--- src/rtl/icap_pkg.sv ---
// Shared types and helpers for the ICAP configuration stream path.
// Optional macro ICAP_BITSWAP_EN selects the per-byte bit reversal in icap_stream_ctrl.
package icap_pkg;

  typedef enum logic [1:0] {
    IDLE   = 2'd0,
    LOAD   = 2'd1,
    STREAM = 2'd2,
    DONE   = 2'd3
  } state_e;

  localparam logic ICAP_WRITE = 1'b0;

  // Reverses bit order inside each byte; narrower words use the low bytes.
  function automatic logic [31:0] bitswap_bytes(input logic [31:0] d);
    logic [31:0] r;
    r = '0;
    for (int b = 0; b < 4; b++) begin
      for (int i = 0; i < 8; i++) begin
        r[b*8 + i] = d[b*8 + 7 - i];
      end
    end
    return r;
  endfunction

endpackage

--- src/rtl/sync_fifo.sv ---
// Single-clock FIFO with flush; o_count reports the occupancy after the current edge.
module sync_fifo #(
  parameter int WIDTH = 256,
  parameter int DEPTH = 16
) (
  input  logic                     i_clk,
  input  logic                     i_rst,
  input  logic                     i_push,
  input  logic [WIDTH-1:0]         i_wr_data,
  input  logic                     i_pop,
  input  logic                     i_flush,
  output logic [WIDTH-1:0]         o_rd_data,
  output logic [$clog2(DEPTH):0]   o_count,
  output logic                     o_full,
  output logic                     o_empty
);

  localparam int AW = $clog2(DEPTH);

  logic [AW-1:0] wr_ptr_q, wr_ptr_d;
  logic [AW-1:0] rd_ptr_q, rd_ptr_d;
  logic [AW:0]   count_q, count_d;
  logic [WIDTH-1:0] mem_q [DEPTH];
  logic push_ok, pop_ok;

  assign o_full    = (count_q == (AW+1)'(DEPTH));
  assign o_empty   = (count_q == '0);
  assign o_rd_data = mem_q[rd_ptr_q];
  assign o_count   = count_d;

  // A pop in the same cycle frees the slot, so a push into a full FIFO is still legal.
  assign pop_ok  = i_pop && !o_empty;
  assign push_ok = i_push && !i_flush && (!o_full || pop_ok);

  always_comb begin
    wr_ptr_d = wr_ptr_q;
    rd_ptr_d = rd_ptr_q;
    count_d  = count_q;
    if (i_flush) begin
      wr_ptr_d = '0;
      rd_ptr_d = '0;
      count_d  = '0;
    end else begin
      wr_ptr_d = wr_ptr_q + AW'(push_ok);
      rd_ptr_d = rd_ptr_q + AW'(pop_ok);
      count_d  = count_q + (AW+1)'(push_ok) - (AW+1)'(pop_ok);
    end
  end

  always_ff @(posedge i_clk) begin
    if (i_rst) begin
      wr_ptr_q <= '0;
      rd_ptr_q <= '0;
      count_q  <= '0;
    end else begin
      wr_ptr_q <= wr_ptr_d;
      rd_ptr_q <= rd_ptr_d;
      count_q  <= count_d;
    end
  end

  always_ff @(posedge i_clk) begin
    if (push_ok) mem_q[wr_ptr_q] <= i_wr_data;
  end

endmodule

--- src/rtl/icap_stream_ctrl.sv ---
// Buffers wide DDR beats and serialises them MS slice first into ICAP write words.
// Define ICAP_BITSWAP_EN to bit-reverse every byte of o_icap_data.
module icap_stream_ctrl
  import icap_pkg::*;
#(
  parameter int IN_W         = 256,
  parameter int OUT_W        = 32,
  parameter int DEPTH        = 16,
  parameter int AFULL_MARGIN = 2
) (
  input  logic              i_clk,
  input  logic              i_rst,
  input  logic              i_start,
  input  logic [31:0]       i_word_count,
  input  logic              i_abort,
  input  logic [IN_W-1:0]   i_data,
  input  logic              i_data_valid,
  output logic              o_buff_full,
  output logic              o_icap_csib,
  output logic              o_icap_rdwrb,
  output logic [OUT_W-1:0]  o_icap_data,
  output logic              o_busy,
  output logic              o_done,
  output logic              o_err_overflow,
  output logic [31:0]       o_words_sent
);

  localparam int SLICES = IN_W / OUT_W;
  localparam int SW     = (SLICES > 1) ? $clog2(SLICES) : 1;
  localparam int CW     = $clog2(DEPTH) + 1;
  localparam logic [SW-1:0] LAST_SLICE = SW'(SLICES - 1);
  localparam logic [SW-1:0] NEXT_AFTER_LOAD = (SLICES > 1) ? SW'(1) : SW'(0);

  state_e            state_q, state_d;
  logic [IN_W-1:0]   shreg_q, shreg_d;
  logic [SW-1:0]     idx_q, idx_d;
  logic [31:0]       target_q, target_d;
  logic [31:0]       words_q, words_d;
  logic              csib_q, csib_d;
  logic [OUT_W-1:0]  data_q, data_d;
  logic              done_q, done_d;
  logic              ovf_q, ovf_d;
  logic              bfull_q, bfull_d;
  logic              busy_q, busy_d;

  logic              fifo_pop, fifo_flush, fifo_full, fifo_empty;
  logic [IN_W-1:0]   fifo_rd_data;
  logic [CW-1:0]     fifo_count_nxt;
  logic [OUT_W-1:0]  cur_slice, slice_out;
  logic              last_word;

  // DMA handshake: i_data_valid is a write strobe with no ready; the engine must
  // honour o_buff_full, and a strobe that finds the FIFO full is dropped and flagged.
  sync_fifo #(.WIDTH(IN_W), .DEPTH(DEPTH)) u_fifo (
    .i_clk     (i_clk),
    .i_rst     (i_rst),
    .i_push    (i_data_valid),
    .i_wr_data (i_data),
    .i_pop     (fifo_pop),
    .i_flush   (fifo_flush),
    .o_rd_data (fifo_rd_data),
    .o_count   (fifo_count_nxt),
    .o_full    (fifo_full),
    .o_empty   (fifo_empty)
  );

  // LOAD emits the first slice straight from the FIFO head to meet the two-cycle start latency.
  assign cur_slice = (state_q == LOAD) ? fifo_rd_data[IN_W-1 -: OUT_W]
                                       : shreg_q[IN_W-1 -: OUT_W];
`ifdef ICAP_BITSWAP_EN
  assign slice_out = OUT_W'(bitswap_bytes(32'(cur_slice)));
`else
  assign slice_out = cur_slice;
`endif
  assign last_word = ((words_q + 32'd1) == target_q);

  always_comb begin
    state_d    = state_q;
    shreg_d    = shreg_q;
    idx_d      = idx_q;
    target_d   = target_q;
    words_d    = words_q;
    csib_d     = 1'b1;
    data_d     = data_q;
    done_d     = 1'b0;
    fifo_pop   = 1'b0;
    fifo_flush = 1'b0;
    case (state_q)
      IDLE: begin
        if (i_abort) begin
          fifo_flush = 1'b1;
        end else if (i_start) begin
          if (i_word_count == 32'd0) begin
            done_d = 1'b1;
          end else begin
            target_d = i_word_count;
            words_d  = 32'd0;
            state_d  = LOAD;
          end
        end
      end
      LOAD: begin
        if (i_abort) begin
          fifo_flush = 1'b1;
          shreg_d    = '0;
          idx_d      = '0;
          state_d    = IDLE;
        end else if (!fifo_empty) begin
          fifo_pop = 1'b1;
          csib_d   = 1'b0;
          data_d   = slice_out;
          words_d  = words_q + 32'd1;
          shreg_d  = fifo_rd_data << OUT_W;
          idx_d    = NEXT_AFTER_LOAD;
          if (last_word)        state_d = DONE;
          else if (SLICES == 1) state_d = LOAD;
          else                  state_d = STREAM;
        end
      end
      STREAM: begin
        if (i_abort) begin
          fifo_flush = 1'b1;
          shreg_d    = '0;
          idx_d      = '0;
          state_d    = IDLE;
        end else begin
          csib_d  = 1'b0;
          data_d  = slice_out;
          words_d = words_q + 32'd1;
          shreg_d = shreg_q << OUT_W;
          idx_d   = idx_q + SW'(1);
          if (last_word) begin
            state_d = DONE;
          end else if (idx_q == LAST_SLICE) begin
            idx_d = '0;
            if (!fifo_empty) begin
              fifo_pop = 1'b1;
              shreg_d  = fifo_rd_data;
            end else begin
              state_d = LOAD;
            end
          end
        end
      end
      DONE: begin
        fifo_flush = 1'b1;
        shreg_d    = '0;
        idx_d      = '0;
        done_d     = !i_abort;
        state_d    = IDLE;
      end
      default: state_d = IDLE;
    endcase
  end

  assign ovf_d   = ovf_q | (i_data_valid & fifo_full & ~fifo_pop);
  assign bfull_d = (DEPTH - int'(fifo_count_nxt)) <= AFULL_MARGIN;
  assign busy_d  = (state_d != IDLE);

  always_ff @(posedge i_clk) begin
    if (i_rst) begin
      state_q  <= IDLE;
      shreg_q  <= '0;
      idx_q    <= '0;
      target_q <= '0;
      words_q  <= '0;
      csib_q   <= 1'b1;
      data_q   <= '0;
      done_q   <= 1'b0;
      ovf_q    <= 1'b0;
      bfull_q  <= 1'b0;
      busy_q   <= 1'b0;
    end else begin
      state_q  <= state_d;
      shreg_q  <= shreg_d;
      idx_q    <= idx_d;
      target_q <= target_d;
      words_q  <= words_d;
      csib_q   <= csib_d;
      data_q   <= data_d;
      done_q   <= done_d;
      ovf_q    <= ovf_d;
      bfull_q  <= bfull_d;
      busy_q   <= busy_d;
    end
  end

  assign o_buff_full    = bfull_q;
  assign o_icap_csib    = csib_q;
  assign o_icap_rdwrb   = ICAP_WRITE;
  assign o_icap_data    = data_q;
  assign o_busy         = busy_q;
  assign o_done         = done_q;
  assign o_err_overflow = ovf_q;
  assign o_words_sent   = words_q;

endmodule

--- config.mk ---
export PLATFORM = sky130hd
export DESIGN_NAME = icap_stream_ctrl
export DESIGN_NICKNAME = d
export VERILOG_FILES = /design/src/rtl/icap_pkg.sv /design/src/rtl/sync_fifo.sv /design/src/rtl/icap_stream_ctrl.sv
export SDC_FILE = /design/constraint.sdc
export NUM_CORES = 2
export LEC_CHECK = 0
export BUFFER_PORTS_ARGS = -buffer_cell sky130_fd_sc_hd__buf_2
export CAP_MARGIN = 15
export CORE_MARGIN = 3
export CORE_UTILIZATION = 30
export DETAILED_ROUTE_END_ITERATION = 12
export HOLD_SLACK_MARGIN = 0.06
export SLEW_MARGIN = 20
export SYNTH_ARGS = -nofsm -noshare
export SYNTH_HDL_FRONTEND = slang
export SYNTH_SLANG_ARGS = --single-unit
--- constraint.sdc ---
create_clock -name i_clk -period 25.5 [get_ports i_clk]
set_clock_uncertainty 0.05 [all_clocks]
set_input_delay 2.55 -clock i_clk [delete_from_list [all_inputs] [get_ports i_clk]]
set_output_delay 2.55 -clock i_clk [all_outputs]
set_load 0.02 [all_outputs]
---- Word-level counts from Yosys, hierarchy flattened ----
Memory sizes are Yosys's and may differ from the RTL's. A register that Yosys moved wholly into a read port is not among the register bits.
Cells that the tools add are included.
storage, ports and cells
  RAM bits ................................ 4096
  logic and storage cells ................. 118
  memories ................................ 1
  output and inout port bits .............. 70
  flip-flop bits (word level) ............. 375
memories
  memory        words  bits a word  read ports  clocked after Yosys merged registers in  write ports  RTL line         RTL
  u_fifo.mem_q  16     256          1           1                                        1            sync_fifo.sv:23  logic [WIDTH-1:0] mem_q [DEPTH];
cells by class
  magnitude comparators ................... 1
  eq/ne operators ......................... 13
  reductions and logical operators ........ 21
  $add $sub $neg .......................... 7
  bitwise gates (word level) .............. 6
  multiplexer cells ....................... 55
operator list
  kind                                                                   count
  256-bit 2-to-1 mux                                                     6
  256-bit one-hot mux with 3 select lines                                1
  32-bit 2-to-1 mux                                                      10
  32-bit one-hot mux with 3 select lines                                 1
  32-bit one-hot mux with 2 select lines                                 1
  32-bit by 1-bit adder with 32-bit output, second input constant        1
  32-bit equality test                                                   1
  32-bit zero test                                                       1
  2-bit 2-to-1 mux                                                       9
  3-bit 2-to-1 mux                                                       5
  1-bit 2-to-1 mux                                                       14
  2-bit != test, second input constant                                   6
  3-bit one-hot mux with 3 select lines                                  1
  4-bit by 1-bit adder with 4-bit output                                 2
  1-bit one-hot mux with 2 select lines                                  4
  2-bit one-hot mux with 4 select lines                                  1
  4-bit AND reduction                                                    2
  7-bit AND reduction                                                    1
  6-bit by 3-bit <= comparator with 1-bit output, second input constant  1
  3-bit nonzero test                                                     2
  5-bit by 5-bit subtractor with 6-bit output, first input constant      1
  5-bit by 1-bit adder with 5-bit output                                 1
  5-bit equality test, second input constant                             1
  5-bit zero test                                                        1
  other kinds (19)                                                       29

---- Depth between registers and ports, before layout ----
  word-level depth ........................ 14
  gate-level depth with buffers ........... 23
  gate-level depth less buffers ........... 20

---- Hierarchy ----
Synthesis repeated with hierarchy kept, for this count alone.
unflattened totals
  cell total of the unflattened synthesis .. 9202
  area total of the unflattened synthesis .. 173881.8 um2
by module, submodules not included
  module            area an instance (um2)  cells each  instances
  sync_fifo         154247.9                6612        1
  icap_stream_ctrl  19633.8                 2590        1

---- Least setup slack after synthesis ----
OpenSTA, ideal clock, no wires.
  path type ............................... input to register
  start ................................... in i_abort
  end ..................................... mem u_fifo.mem_q[2][0], enable pin
  stages .................................. 7
  slack ................................... 15010 ps
  required time ........................... 24799 ps
  path buffers ............................ 2
  library setup time ...................... 651 ps
  arrival ................................. 9789 ps
  path through ............................ clkbuf_1 -> nor2b_1 -> and3_1 -> a21oi_1 -> o21ai_0 -> clkbuf_1 -> and3_1
on the way
  cells in the longest elaborated chain, start to end .. 7
  elaborated cells between the ends (all ways) .. 12
  classes of those cells .................. 7 x mux; 5 x reduce/logical
RTL lines
  element                                                RTL line                                                                  RTL
  from (decl)                                            icap_stream_ctrl.sv:15                                                    input logic i_abort,
  1-bit 2-to-1 mux, on equally long branches             icap_stream_ctrl.sv:90, icap_stream_ctrl.sv:103, icap_stream_ctrl.sv:121
  1-bit one-hot mux with 2 select lines                  icap_stream_ctrl.sv:88                                                    case (state_q)
  1-bit zero test or 1-bit logical AND (tied branches)   sync_fifo.sv:33, sync_fifo.sv:32
  1-bit logical AND or 1-bit logical OR (tied branches)  sync_fifo.sv:33                                                           assign push_ok = i_push && !i_flush && (!o_full || pop_ok);
  1-bit logical AND *                                    sync_fifo.sv:33
  1-bit 2-to-1 mux *                                     sync_fifo.sv:63                                                           if (push_ok) mem_q[wr_ptr_q] <= i_wr_data;
  1-bit 2-to-1 mux (implied by the code) *               sync_fifo.sv:63
  to (decl)                                              sync_fifo.sv:23
Every way passes the cells marked *; elsewhere a longest branch is shown, timed or not.

---- Worst setup path in the final report ----
  start ................................... reg words_q[0] (netlist: o_words_sent[0])
  end ..................................... mem u_fifo.mem_q[14][102], enable pin
on the way
  cells in the longest elaborated chain, start to end .. 10
RTL lines
  element                                   RTL line                 RTL
  from (decl)                               icap_stream_ctrl.sv:38   logic [31:0] words_q, words_d;
  from (signal assigned)                    icap_stream_ctrl.sv:178  words_q <= words_d;
  32-bit by 1-bit adder with 32-bit output  icap_stream_ctrl.sv:75   assign last_word = ((words_q + 32'd1) == target_q);
  32-bit equality test                      icap_stream_ctrl.sv:75
  1-bit 2-to-1 mux                          icap_stream_ctrl.sv:132  if (last_word) begin
  1-bit 2-to-1 mux                          icap_stream_ctrl.sv:121  if (i_abort) begin
  1-bit one-hot mux with 2 select lines     icap_stream_ctrl.sv:88
  1-bit logical AND                         sync_fifo.sv:32          assign pop_ok = i_pop && !o_empty;
  1-bit logical OR                          sync_fifo.sv:33
  1-bit logical AND                         sync_fifo.sv:33
  1-bit 2-to-1 mux                          sync_fifo.sv:63
  1-bit 2-to-1 mux (implied by the code)    sync_fifo.sv:63
Every way passes these cells.

==> flow_metrics.py <==
metrics = {
    "status": {
        "outcome": "finished, final reports clean",
    },
    "yosys": {
        "synthTopCellsByArea": "edfxtp_1 (71%), mux4_2 (6.6%), mux2i_1 (4.6%)",
        "synthDominantCellAreaShare_pct": 70.6,
        "yosysWarnings": 0,
        "syn-mean-instance-area_um2": 17.6,
        "syn_nets": 10200,
        "synth_flop_cell": "edfxtp_1",
        "synth_cell_types": 61,
        "syn_area_um2": 174000,
        "synth-async-reset-ratio_pct": 0,
        "yosysTopAreaCell": "edfxtp_1",
        "ys_seq_area_share_pct": 75.0,
        "netlist_instances": 9906,
        "synth_edf_count": 4096,
        "synth-seq-cells": 4471,
    },
    "power": {
        "internal_power_uw": 12000,
        "switching_power_uw": 3480,
        "powerDensity_nw_per_um2": 77.5,
        "swShare_pct": 22.5,
        "p_leak_uw": 0.0596,
        "irDropWorstVdd_uv": 73.9,
        "pwr-share-seq_pct": 53.3,
        "power_frac_comb_pct": 5.1,
        "clkPwrFrac_pct": 41.6,
    },
    "floorplanning": {
        "row_count": 279,
        "start_util_pct": 30.1,
        "core_um2": 578000,
        "ios": 363,
        "fp.dieH_um": 768,
        "dieArea_um2": 590000,
        "die_w_um": 768,
    },
    "flow_run": {
        "cap_viol_max_count": 0,
    },
    "clocking": {
        "cts_resized": 0,
        "clk_latency_ns": 1.05,
        "cts_tree": "yes",
        "h-tree-depth": 5,
        "postCtsSetupRepairBufs": 0,
        "numCtsBuffers": 446,
        "ctsHoldBuffers": 0,
        "clock-root-buffer": "clkbuf_16",
        "clkSinkCount": 4471,
        "path_clk_slew_ns": 0.06,
        "cts.path.max_buffers": 4,
    },
    "cells_and_area": {
        "drive_above_1_share_pct": 18.4,
        "post-route-util_pct": 34.5,
        "syn_to_final_growth_pct": 14.5,
        "fill_cells": 54200,
        "nets": 10500,
    },
    "routing": {
        "totalWireLength_um": 515000,
        "avgRoutedWirePerCell_um": 27.9,
        "via_per_inst": 5.22,
        "antenna_left": 0,
        "drc_errors": 0,
        "dr.pass1.iters": 8,
        "vias": 96100,
        "drt-initial-drc-count": 10700,
    },
    "place": {
        "hpwl_um": 302000,
        "gp_congestion": 0.828,
        "portBuffers": 361,
    },
    "global_routing": {
        "met1_usage_pct": 22.5,
        "grt_use_total_pct": 16.8,
        "use_met3_pct": 3.61,
        "grt_first_pass_wirelength_um": 722000,
        "grt_max_degree": 196,
        "use_met2_pct": 27.3,
        "grt_antenna_before_repair": 210,
        "grt_pass1_vias": 92900,
        "globalRoute.totalOverflow": 0,
        "busiest_layer": "met2",
    },
    "timing": {
        "period_share_pct": 28.5,
        "setup_viol": 0,
        "min_period_ns": 7.26,
        "max_freq_ghz": 0.138,
        "rsz0062_at_grt": "no",
        "tns_ns": 0,
        "relSlewSlack_pct": 16.6,
        "report.final.slew_viol_count": 0,
        "worstMarginPinSlew_ns": 1.24,
        "finalHoldViolCount": 0,
    },
    "critical_path": {
        "arrival_ns": 7.81,
        "cp-start-kind": "register",
        "endpoint_kind": "register",
        "cp.required_ns": 26.05,
        "cp_max_fo": 51,
        "worstSetupPathType": "register to register",
    },
    "worst_hold_path": {
        "hold_class": "register to register",
    },
}
## routing by layer
metal | routed length (um) | vias up
met2 | 243000 | 3880
met1 | 211000 | 50300
met4 | 18600 | 74
met3 | 41700 | 937
li1 | - | 40900
met5 | 463 | -
## synthesized netlist by cell type, types with 2 or more instances
library cell and instances:
inv_1 19, nand4_1 14, xnor2_1 22, a21oi_1 372
o21ai_0 585, ha_1 18, and2_1 11, nor4_1 17
dfxtp_1 375, nand4b_1 3, mux2i_1 804, o2111ai_1 3
or4_1 4, nor3_1 19, clkbuf_2 2, a21o_1 6
nand3_1 85, or3_1 14, and3_1 19, nand2b_1 4
nand3b_1 4, nor3b_1 6, o31ai_1 2, nor2_1 377
xor2_1 22, buf_1 102, o211ai_1 2, a211oi_1 230
mux4_2 512, a31oi_1 7, a22oi_1 258, or2_2 2
nor2b_1 13, a311oi_1 8, a221oi_1 480, mux2_2 256
nor4_2 3, edfxtp_1 4096, buf_6 2, buf_2 54
nand4_2 3, clkbuf_1 491, o31a_1 2, and4_1 8
nand2_1 554
## final timing paths
kind | from | end | slack, ns | cells after the start
worst max register to register | o_words_sent[0] | u_fifo.mem_q[14][102] | 18.24 | 15
worst max-delay path | o_words_sent[0] | u_fifo.mem_q[14][102] | 18.24 | 15
worst min-delay path | shreg_q[136] | shreg_q[168] | 0.39 | 2
worst min register to register | shreg_q[136] | shreg_q[168] | 0.39 | 2
## kinds of logic after synthesis
family / Yosys count / share of synthesized area [%]
muxes: 1572 / 12.9
other: 1 / 0.00215
and+or+nand+nor: 1163 / 2.82
adders and majority gates: 19 / 0.141
AOI/OAI and AO/OA: 1965 / 7.46
xor gates and xnor gates: 44 / 0.221
buffers and inverters: 671 / 1.50
DFF: 4471 / 75.0
## cell type report
cell class	instances	area [um2]	share of cell area [%]
flip-flops and latches	4471	131000	65.5
clock inverters	224	2240	1.12
clock buffers	596	12000	6.05
diodes	81	203	0.102
well taps	7727	9670	4.85
inverters	19	71.3	0.0358
repair buffers	534	3380	1.70
multi-input cells	4764	41100	20.6
## power by group through the flow
| stage | Combinational [uW] | Clock, uW | Sequential (uW) |
|---|---|---|---|
| finish | 787 | 6430 | 8230 |
| global route | 855 | 6830 | 8240 |
| CTS | 783 | 6550 | 8230 |
| detailed placement | 782 | 0 | 8380 |
| global placement | 769 | 0 | 8380 |
| floorplan | 414 | 0 | 8360 |
## flip-flops by register name, summed over array words and instances, names as in the netlist, 2 cells and up
name             cells
idx_q                3
o_icap_data         32
o_words_sent        32
shreg_q            256
state_q              2
target_q            32
u_fifo.count_q       5
u_fifo.mem_q      4096
u_fifo.rd_ptr_q      4
u_fifo.wr_ptr_q      4
## cells in the final DEF (no fill, tap or decap), drive strengths merged, types with 85 or more instances in the layout
cell type  Yosys  final
a22oi        258    258
mux2         256    256
clkinv         0    176
o21ai        586    586
mux2i        804    804
edfxtp      4096   4096
buf          159    534
mux4         512    512
a211oi       231    231
nor2         377    377
nand2        554    554
dfxtp        375    375
a221oi       480    480
clkbuf       493    596
nand3         85     85
a21oi        372    372
## critical path: stages (launching register included)
cell and delay, ns:
dfxtp_1 0.47, ha_1 0.32, nand3_1 0.28, nor4_2 0.67, and3_1 0.31, xor2_1 0.10
o2111ai_1 0.27, a211oi_2 0.07, nand4_2 0.27, a21oi_1 0.15, o21ai_0 0.22, buf_4 0.24
and4_4 0.93, buf_4 0.84, buf_4 0.75, buf_4 0.78
## per-stage QoR
step | power [uW] | setup WS [ns] | cells | hold slack [ns] | cell area [um2]
after detailed placement | 9160 | 17.64 | 17500 | 0.393 | 185000
after CTS | 15600 | 18.17 | 18300 | 0.380 | 199000
after global placement | 9150 | 17.73 | 17500 | 0.388 | 185000
after global routing | 15900 | 17.84 | 18400 | 0.413 | 199000
after floorplan | 8780 | 15.01 | 9906 | 0.382 | 174000
final | 15400 | 18.24 | 18400 | 0.388 | 199000
Note: power is estimated with default switching activity, not from simulation.
